$ cat src/rtl/sb_frame_tx.sv
// Sideband frame transmitter: serialises bytes as 10-bit start/data/stop symbols
// and closes each frame with two CRC-16 (0x8005, init 0xFFFF) symbols and an idle gap.
module sb_frame_tx #(
    parameter int unsigned GAP_BITS = 2
) (
    input  logic       sb_clk,
    input  logic       rst,
    input  logic [7:0] in_data,
    input  logic       in_valid,
    input  logic       in_last,
    output logic       in_ready,
    output logic       trans_ser,
    output logic       crc_en,
    output logic       busy,
    output logic       tx_done,
    output logic       err_underrun
);

    localparam int unsigned IDX_W  = 4;
    localparam int unsigned CRC_W  = 16;
    localparam logic [IDX_W-1:0] IDX_LAST = IDX_W'(9);
    localparam logic [IDX_W-1:0] GAP_END  = IDX_W'(GAP_BITS - 1);

    typedef enum logic [1:0] {S_IDLE, S_DATA, S_CRC, S_GAP} state_t;

    state_t             state_q, state_d;
    logic [IDX_W-1:0]   idx_q, idx_d;
    logic               sym_q, sym_d;
    logic [IDX_W-1:0]   gap_q, gap_d;
    logic [7:0]         byte_q, byte_d;
    logic               last_q, last_d;
    logic [CRC_W-1:0]   crc_q, crc_d;
    logic               ser_q, ser_d;
    logic               en_q, en_d;
    logic               busy_q, busy_d;
    logic               done_q, done_d;

    function automatic logic [CRC_W-1:0] crc_step(input logic [CRC_W-1:0] c, input logic b);
        logic              fb;
        logic [CRC_W-1:0]  n;
        fb    = c[15] ^ b;
        n     = {c[14:0], fb};
        n[2]  = c[1] ^ fb;
        n[15] = c[14] ^ fb;
        return n;
    endfunction

    // Handshake and underrun flag are decoded from registered state only (plus the offer itself).
    assign in_ready     = !rst && ((state_q == S_IDLE) ||
                                   (state_q == S_DATA && idx_q == IDX_LAST && !last_q));
    assign err_underrun = !rst && state_q == S_DATA && idx_q == IDX_LAST && !last_q && !in_valid;

    assign trans_ser = ser_q;
    assign crc_en    = en_q;
    assign busy      = busy_q;
    assign tx_done   = done_q;

    always_comb begin
        state_d = state_q;
        idx_d   = idx_q;
        sym_d   = sym_q;
        gap_d   = gap_q;
        byte_d  = byte_q;
        last_d  = last_q;
        crc_d   = crc_q;
        done_d  = 1'b0;

        case (state_q)
            S_IDLE: begin
                if (in_valid) begin
                    state_d = S_DATA;
                    idx_d   = '0;
                    byte_d  = in_data;
                    last_d  = in_last;
                    crc_d   = 16'hFFFF;
                end
            end
            S_DATA: begin
                // ser_q holds the data bit currently on the line
                if (idx_q >= IDX_W'(1) && idx_q <= IDX_W'(8)) begin
                    crc_d = crc_step(crc_q, ser_q);
                end
                if (idx_q == IDX_LAST) begin
                    idx_d = '0;
                    if (!last_q && in_valid) begin
                        byte_d = in_data;
                        last_d = in_last;
                    end else begin
                        state_d = S_CRC;
                        sym_d   = 1'b0;
                    end
                end else begin
                    idx_d = idx_q + IDX_W'(1);
                end
            end
            S_CRC: begin
                if (idx_q == IDX_LAST) begin
                    idx_d = '0;
                    if (sym_q) begin
                        state_d = S_GAP;
                        gap_d   = '0;
                        done_d  = 1'b1;
                    end else begin
                        sym_d = 1'b1;
                    end
                end else begin
                    idx_d = idx_q + IDX_W'(1);
                end
            end
            S_GAP: begin
                if (gap_q == GAP_END) begin
                    state_d = S_IDLE;
                end else begin
                    gap_d = gap_q + IDX_W'(1);
                end
            end
            default: state_d = S_IDLE;
        endcase

        // Line bit for the cycle being entered; CRC snapshot is crc_d, frozen outside DATA.
        ser_d = 1'b1;
        case (state_d)
            S_DATA: begin
                if (idx_d == '0) begin
                    ser_d = 1'b0;
                end else if (idx_d <= IDX_W'(8)) begin
                    ser_d = byte_d[3'(idx_d - IDX_W'(1))];
                end
            end
            S_CRC: begin
                if (idx_d == '0) begin
                    ser_d = 1'b0;
                end else if (idx_d <= IDX_W'(8)) begin
                    ser_d = sym_d ? crc_d[4'(IDX_W'(8) - idx_d)]
                                  : crc_d[4'(5'd16 - 5'(idx_d))];
                end
            end
            default: ser_d = 1'b1;
        endcase
        en_d   = (state_d == S_DATA) || (state_d == S_CRC);
        busy_d = (state_d != S_IDLE);
    end

    always_ff @(posedge sb_clk) begin
        if (rst) begin
            state_q <= S_IDLE;
            idx_q   <= '0;
            sym_q   <= 1'b0;
            gap_q   <= '0;
            byte_q  <= '0;
            last_q  <= 1'b0;
            crc_q   <= 16'hFFFF;
            ser_q   <= 1'b1;
            en_q    <= 1'b0;
            busy_q  <= 1'b0;
            done_q  <= 1'b0;
        end else begin
            state_q <= state_d;
            idx_q   <= idx_d;
            sym_q   <= sym_d;
            gap_q   <= gap_d;
            byte_q  <= byte_d;
            last_q  <= last_d;
            crc_q   <= crc_d;
            ser_q   <= ser_d;
            en_q    <= en_d;
            busy_q  <= busy_d;
            done_q  <= done_d;
        end
    end

endmodule

$ cat config.mk
export PLATFORM = sky130hd
export DESIGN_NAME = sb_frame_tx
export DESIGN_NICKNAME = d
export VERILOG_FILES = /design/src/rtl/sb_frame_tx.sv
export SDC_FILE = /design/constraint.sdc
export NUM_CORES = 1
export LEC_CHECK = 0
export ABC_AREA = 1
export ABC_CLOCK_PERIOD_IN_PS = 2400
export CORE_MARGIN = 10
export CORE_UTILIZATION = 50
export DETAILED_ROUTE_END_ITERATION = 12
export HOLD_SLACK_MARGIN = 0.03
export MAX_ROUTING_LAYER = met4
export PLACE_DENSITY = 0.72
export SYNTH_ARGS = -nofsm -noshare
export SYNTH_HDL_FRONTEND = slang
export SYNTH_SLANG_ARGS = --single-unit
$ cat constraint.sdc
create_clock -name sb_clk -period 2.4 [get_ports sb_clk]
set_input_delay 0.24 -clock sb_clk [delete_from_list [all_inputs] [get_ports sb_clk]]
set_output_delay 0.24 -clock sb_clk [all_outputs]
set_load 0.005 [all_outputs]
Word-level counts from Yosys, hierarchy flattened
Cells that the tools add are included.
- ROM bits: 0
- register bits after elaboration: 40
- input port bits: 12
- output and inout port bits: 6
- memories kept: 0
- latch bits: 0
- logic and storage cells: 105
- RAM bits: 0
- bitwise gates (word level): 5
- divide/modulo/power cells: 0
- equal/unequal tests: 13
- multipliers: 0
- shifts and indexed selects: 0
- order comparisons: 6
- reductions and logical operators: 23
- mux-type cells: 42
- add/subtract/negate cells: 5
- operators by type and width (kind ; number):
    16-bit two-way mux ; 2
    16-bit case mux with 2 select lines ; 1
    8-bit two-way mux ; 3
    4-bit two-way mux ; 5
    4-bit case mux with 2 select lines ; 2
    8-bit case mux with 2 select lines ; 1
    1-bit two-way mux ; 15
    2-bit two-way mux ; 6
    4-bit by 5-bit less-than comparator with 1-bit output (second input constant) ; 2
    1-bit logical AND ; 9
    4-bit by 1-bit adder with 4-bit output (second input constant) ; 2
    1-bit binary-select mux with 4-bit select ; 2
    4-bit <= comparator (second input constant) ; 2
    2-bit inequality test (second input constant) ; 4
    2-bit case mux with 4 select lines ; 1
    4-bit AND reduction ; 2
    2-bit == test (second input constant) ; 3
    1-bit case mux with 2 select lines ; 3
    2-bit nonzero test ; 3
    2-bit by 1-bit == test with 1-bit output (second input constant) ; 2
    4-bit by 1-bit == test with 1-bit output (second input constant) ; 1
    4-bit == test (second input constant) ; 1
    4-bit by 1-bit greater-or-equal comparator with 1-bit output (second input constant) ; 1
    4-bit zero test ; 1
    13 further kinds ; 20

Logic depth before layout (Yosys ltp)
- depth after elaboration: 10
- depth in mapped cells: 19
- depth with buffers taken out: 19

Worst setup path before layout
Ideal clock, no wire load.
- path kind: register to register
- start point: register state_q[0]
- end point: register ser_q (netlist: trans_ser)
- required time: 2342 ps
- arrival: 2201 ps
- library setup time: 58 ps
- stages on the path, launching flop included: 19
- slack: 141 ps
- path buffers: 1
- clock period less this slack: 2259 ps
- cells stage by stage: dfxtp_1 inv_1 ha_1 inv_2 nor2_1 nor2_2 inv_1 o21ai_2 buf_6 ha_1 inv_1 nand3_1 nand2_1 nand2_1 nand2_1 nand2_1 nand3_1 nand2_1 nand2_1
- word-level cells in the longest chain between the ends: 10
- elaborated cells on any way between the ends: 35
- those cells by class: add/sub (3); order compare (1); eq/ne (5); mux (23); reduce/logical (3)
- ends and longest elaborated chain (element ; line ; source):
    start, declared ; 26 ; state_t state_q, state_d;
    start signal, assigned ; 158 ; state_q <= state_d;
    2-bit by 1-bit == test with 1-bit output / 2-bit == test (equally long branches) ; 68 ; case (state_q)
    2-bit OR reduction (no line) ; n/a ;
    4-bit case mux with 2 select lines ; 68 ;
    1-bit by 4-bit subtractor with 4-bit output / 4-bit subtractor (equally long branches) ; 135, 134 ;
    1-bit binary-select mux with 4-bit select, on equally long branches ; 135, 134 ;
    1-bit two-way mux, on equally long branches ; 135, 134 ;
    1-bit two-way mux ; 134 ; ser_d = sym_d ? crc_d[4'(IDX_W'(8) - idx_d)]
    1-bit two-way mux ; 133 ; end else if (idx_d <= IDX_W'(8)) begin
    1-bit two-way mux ; 131 ; if (idx_d == '0) begin
    1-bit case mux with 2 select lines (*) ; 122 ; case (state_d)
    end signal, assigned ; 165 ; ser_q <= ser_d;
    end, declared ; 33 ; logic ser_q, ser_d;
Every way passes the cells marked *; elsewhere a longest branch is shown, timed or not. The select of a mux whose other input is x is not followed.
A chain may end at the register's enable or synchronous reset.

Final worst setup path
- start point: register idx_q[1]
- end point: output port err_underrun
- word-level cells in the longest chain between the ends: 4
- ends and longest elaborated chain (element ; line ; source):
    start, declared ; 27 ; logic [IDX_W-1:0] idx_q, idx_d;
    start signal, assigned ; 159 ; idx_q <= idx_d;
    4-bit == test ; 51 ; assign err_underrun = !rst && state_q == S_DATA && idx_q == IDX_LAST && !last_q && !in_valid;
    1-bit logical AND (3 in series) ; 51 ;
    end, declared ; 16 ; output logic err_underrun
No other way between the ends.

==> run metrics <==
Post-synth ARST share 0; CTS Sinks 40; Post-Place Cells 470; Yosys top cell by area dfxtp_1; count leader, synth nand3_1; pwr/cell area 601 mW/mm^2; Synth Cell Area between 0.002 and 0.003 sq mm; Syn Inst Count between 300 and 400; crit-path max FO 5; Pre-antenna DRT Iters 4; starting density of the core 0.525; flops & latches, synth 40; Final Wtd Congestion around 0.9; DRC violations left 0; sequential power share 0.405; share of layout cells above drive strength 1 0.124; Finished Core Util 0.617; die area approximately 0.0083 sq mm; Area contributors post-synth dfxtp_1 32%, nand3_1 19%, nand2_1 13%, inv_1 7.3%, ha_1 7.0%; Rel. slew slack 0.602; combinational power share 0.341; die width 90.9 um; Primary FF master, synth dfxtp_1; number of clock buffers inserted by TritonCTS 5; maxcap violations 0; H-tree levels 2; fin crit share 0.926; Bufs on Longest Clock Path 2; final setup vio count 0; # hold bufs at CTS 0; # fillers 454; via count roughly 2500; syn_nets ~410; post-placement cell area around 0.0028 sq mm; Layout Nets 437; clock skew slightly above 0.009 ns; DRT antenna net count 0; Final HPWL DP about 4.5 mm; Via density between 5 and 6; pre-CTS setup slack -0.00177 ns; Hold WC Path Type register to register; number of global-route vias before repair between 2000 and 2500; final cell count without fillers between 400 and 500; Final Hold Fails 0; diodes inserted 0; final wirelength 6.19 mm; leakage 1.34 nW; area share of the largest cell type after synthesis 0.318; Commonest cells post-synth 94 x nand3_1, 88 x nand2_1, 49 x inv_1; worst vdd ir roughly 0.37 mV; EDFF count, synth 0; crit path DAT 1.98 ns; outcome finished, final reports clean; YS warnings 0; CTS tree yes; Mean Syn Cell Area around 6.5 sq um; I/O Buffers 17; clock share of power 0.254; global-route wire length before repair ~11 mm; io pins 18; Int Pwr roughly 1.1 mW; GRT Util Overall 0.154; FMAX approximately 0.45 GHz; Switch Pwr roughly 640 uW; CTS clk-pin slew, worst paths about 0.080 ns; final non-filler cell area a little under 0.003 sq mm; sw frac 0.358; Critical Path End Type output port; Setup crit start kind register; largest net degree at the start of global routing 18; die height ~90 um; DR WL/cell 12.9 um; Initial DRC Count ~130; initial antenna violation count 0; Tot Pwr around 1.8 mW; area added between synthesis and finish 17.4%; Final Worst Setup Slack roughly 0.18 ns; Rows 25; Core ar. 0.00479 sq mm; Clock Tree Root clkbuf_8; WHS Path Cells 2; grt ovf 0; CP Data Required Time approximately 2.2 ns; Worst R2R Path Depth 18; clock latency on the worst-skew pair roughly 0.29 ns; Slew @ Worst Pin about 0.60 ns; post-layout min period around 2.2 ns; Cell variety after synth 29; CP Class register to output port; sequential fraction of the synthesis area 0.318; fin. max-slew vios 0
## power by group through the flow
stage / clock [mW] / combinational (mW) / sequential (mW)
floorplan: 0 / 0.410 / 0.729
global placement: 0 / 0.558 / 0.732
detailed placement: 0 / 0.573 / 0.732
CTS: 0.458 / 0.577 / 0.717
global route: 0.481 / 0.687 / 0.722
finish: 0.451 / 0.605 / 0.718
## path summary, 6_finish.rpt
kind,startpoint,end,slack [ns]
worst max-delay path,idx_q[1],err_underrun,0.18
worst min-delay path,last_q,last_q,0.48
worst max register to register,state_q[0],trans_ser,0.20
worst min register to register,last_q,last_q,0.48
## cell families (layout without fill, tap and decap cells)
family	Yosys count	count (layout)	synth area share
simple gates	213	213	0.380
buf+inv	65	91	0.103
xor+xnor	5	5	0.0174
compound gates	49	49	0.111
fa+ha+maj	14	14	0.0697
flops	40	40	0.318
## metal layers
layer  global-route usage  part of all wire  vias up
met5                    -                 0        -
met4               0.0457             0.018        0
met3               0.0299             0.038       11
met2                0.249              0.47       44
met1                0.189              0.48     1171
li1                     -                 -     1321
## sequential cells by signal (all words and copies together) (netlist names)
name       cells
gap_q          4
busy           1
sym_q          1
crc_q         16
trans_ser      1
tx_done        1
crc_en         1
idx_q          4
state_q        2
byte_q         8
last_q         1
## cells in the final DEF (no fill, tap or decap)
cell             synthesis  final
inv_2                    3      7
o21ai_1                  0      1
o21ai_0                 19     18
nand2_2                  1      2
xor2_1                   3      3
a22oi_2                  1      1
ha_1                    14     10
o21ai_4                  0      1
inv_1                   49     45
nand3_4                  0      1
a21oi_1                 21     21
ha_4                     0      2
ha_2                     0      2
dfxtp_2                  0      5
nor3_1                   3      3
o21ai_2                  4      3
clkinv_1                 1      1
clkinv_4                 0      1
a21boi_2                 0      1
nor2_2                   1      3
clkdlybuf4s50_1          0     17
nand3_2                  3      2
clkbuf_1                 5      2
clkbuf_8                 0      5
nor2_1                  20     18
a31o_2                   1      1
a21oi_2                  1      1
dfxtp_1                 40     35
or3_1                    1      1
a22oi_1                  1      1
buf_4                    1     13
nand3_1                 94     94
nor3b_1                  2      2
nand2_1                 88     87
xnor2_1                  2      2
## metrics by stage
step                      hold WS (ns)  TNS (ns)
after global placement           0.457         0
after global routing             0.498   -0.0135
final                            0.475         0
after CTS                        0.476         0
after detailed placement         0.464  -0.00177
after floorplan                  0.315         0
## worst max-delay path, stage by stage, from the launching register on
cell and delay [ns]:
dfxtp_2 0.33, inv_1 0.10, ha_2 0.22, nand3_4 0.11, nor2_2 0.17, nand2_1 0.09, nor3_1 0.14, clkdlybuf4s50_1 0.53
## layout make-up
cell class / instances / area [sq um] / area share
Clock buffer: 7 / 76.3 / 0.0258
Clock inverter: 1 / 8.76 / 0.00297
Inverter: 53 / 199 / 0.0674
Multi-Input combinational cell: 281 / 1510 / 0.511
Sequential cell: 40 / 807 / 0.273
Tap cell: 67 / 83.8 / 0.0284
Timing Repair Buffer: 30 / 268 / 0.0907
## what timing repair did
action | CTS | global route
buffers inserted | 0 | 1
gates resized for setup | 0 | 20
endpoints found under the setup margin | 0 | 3
Power figures use the tool's default switching activity.
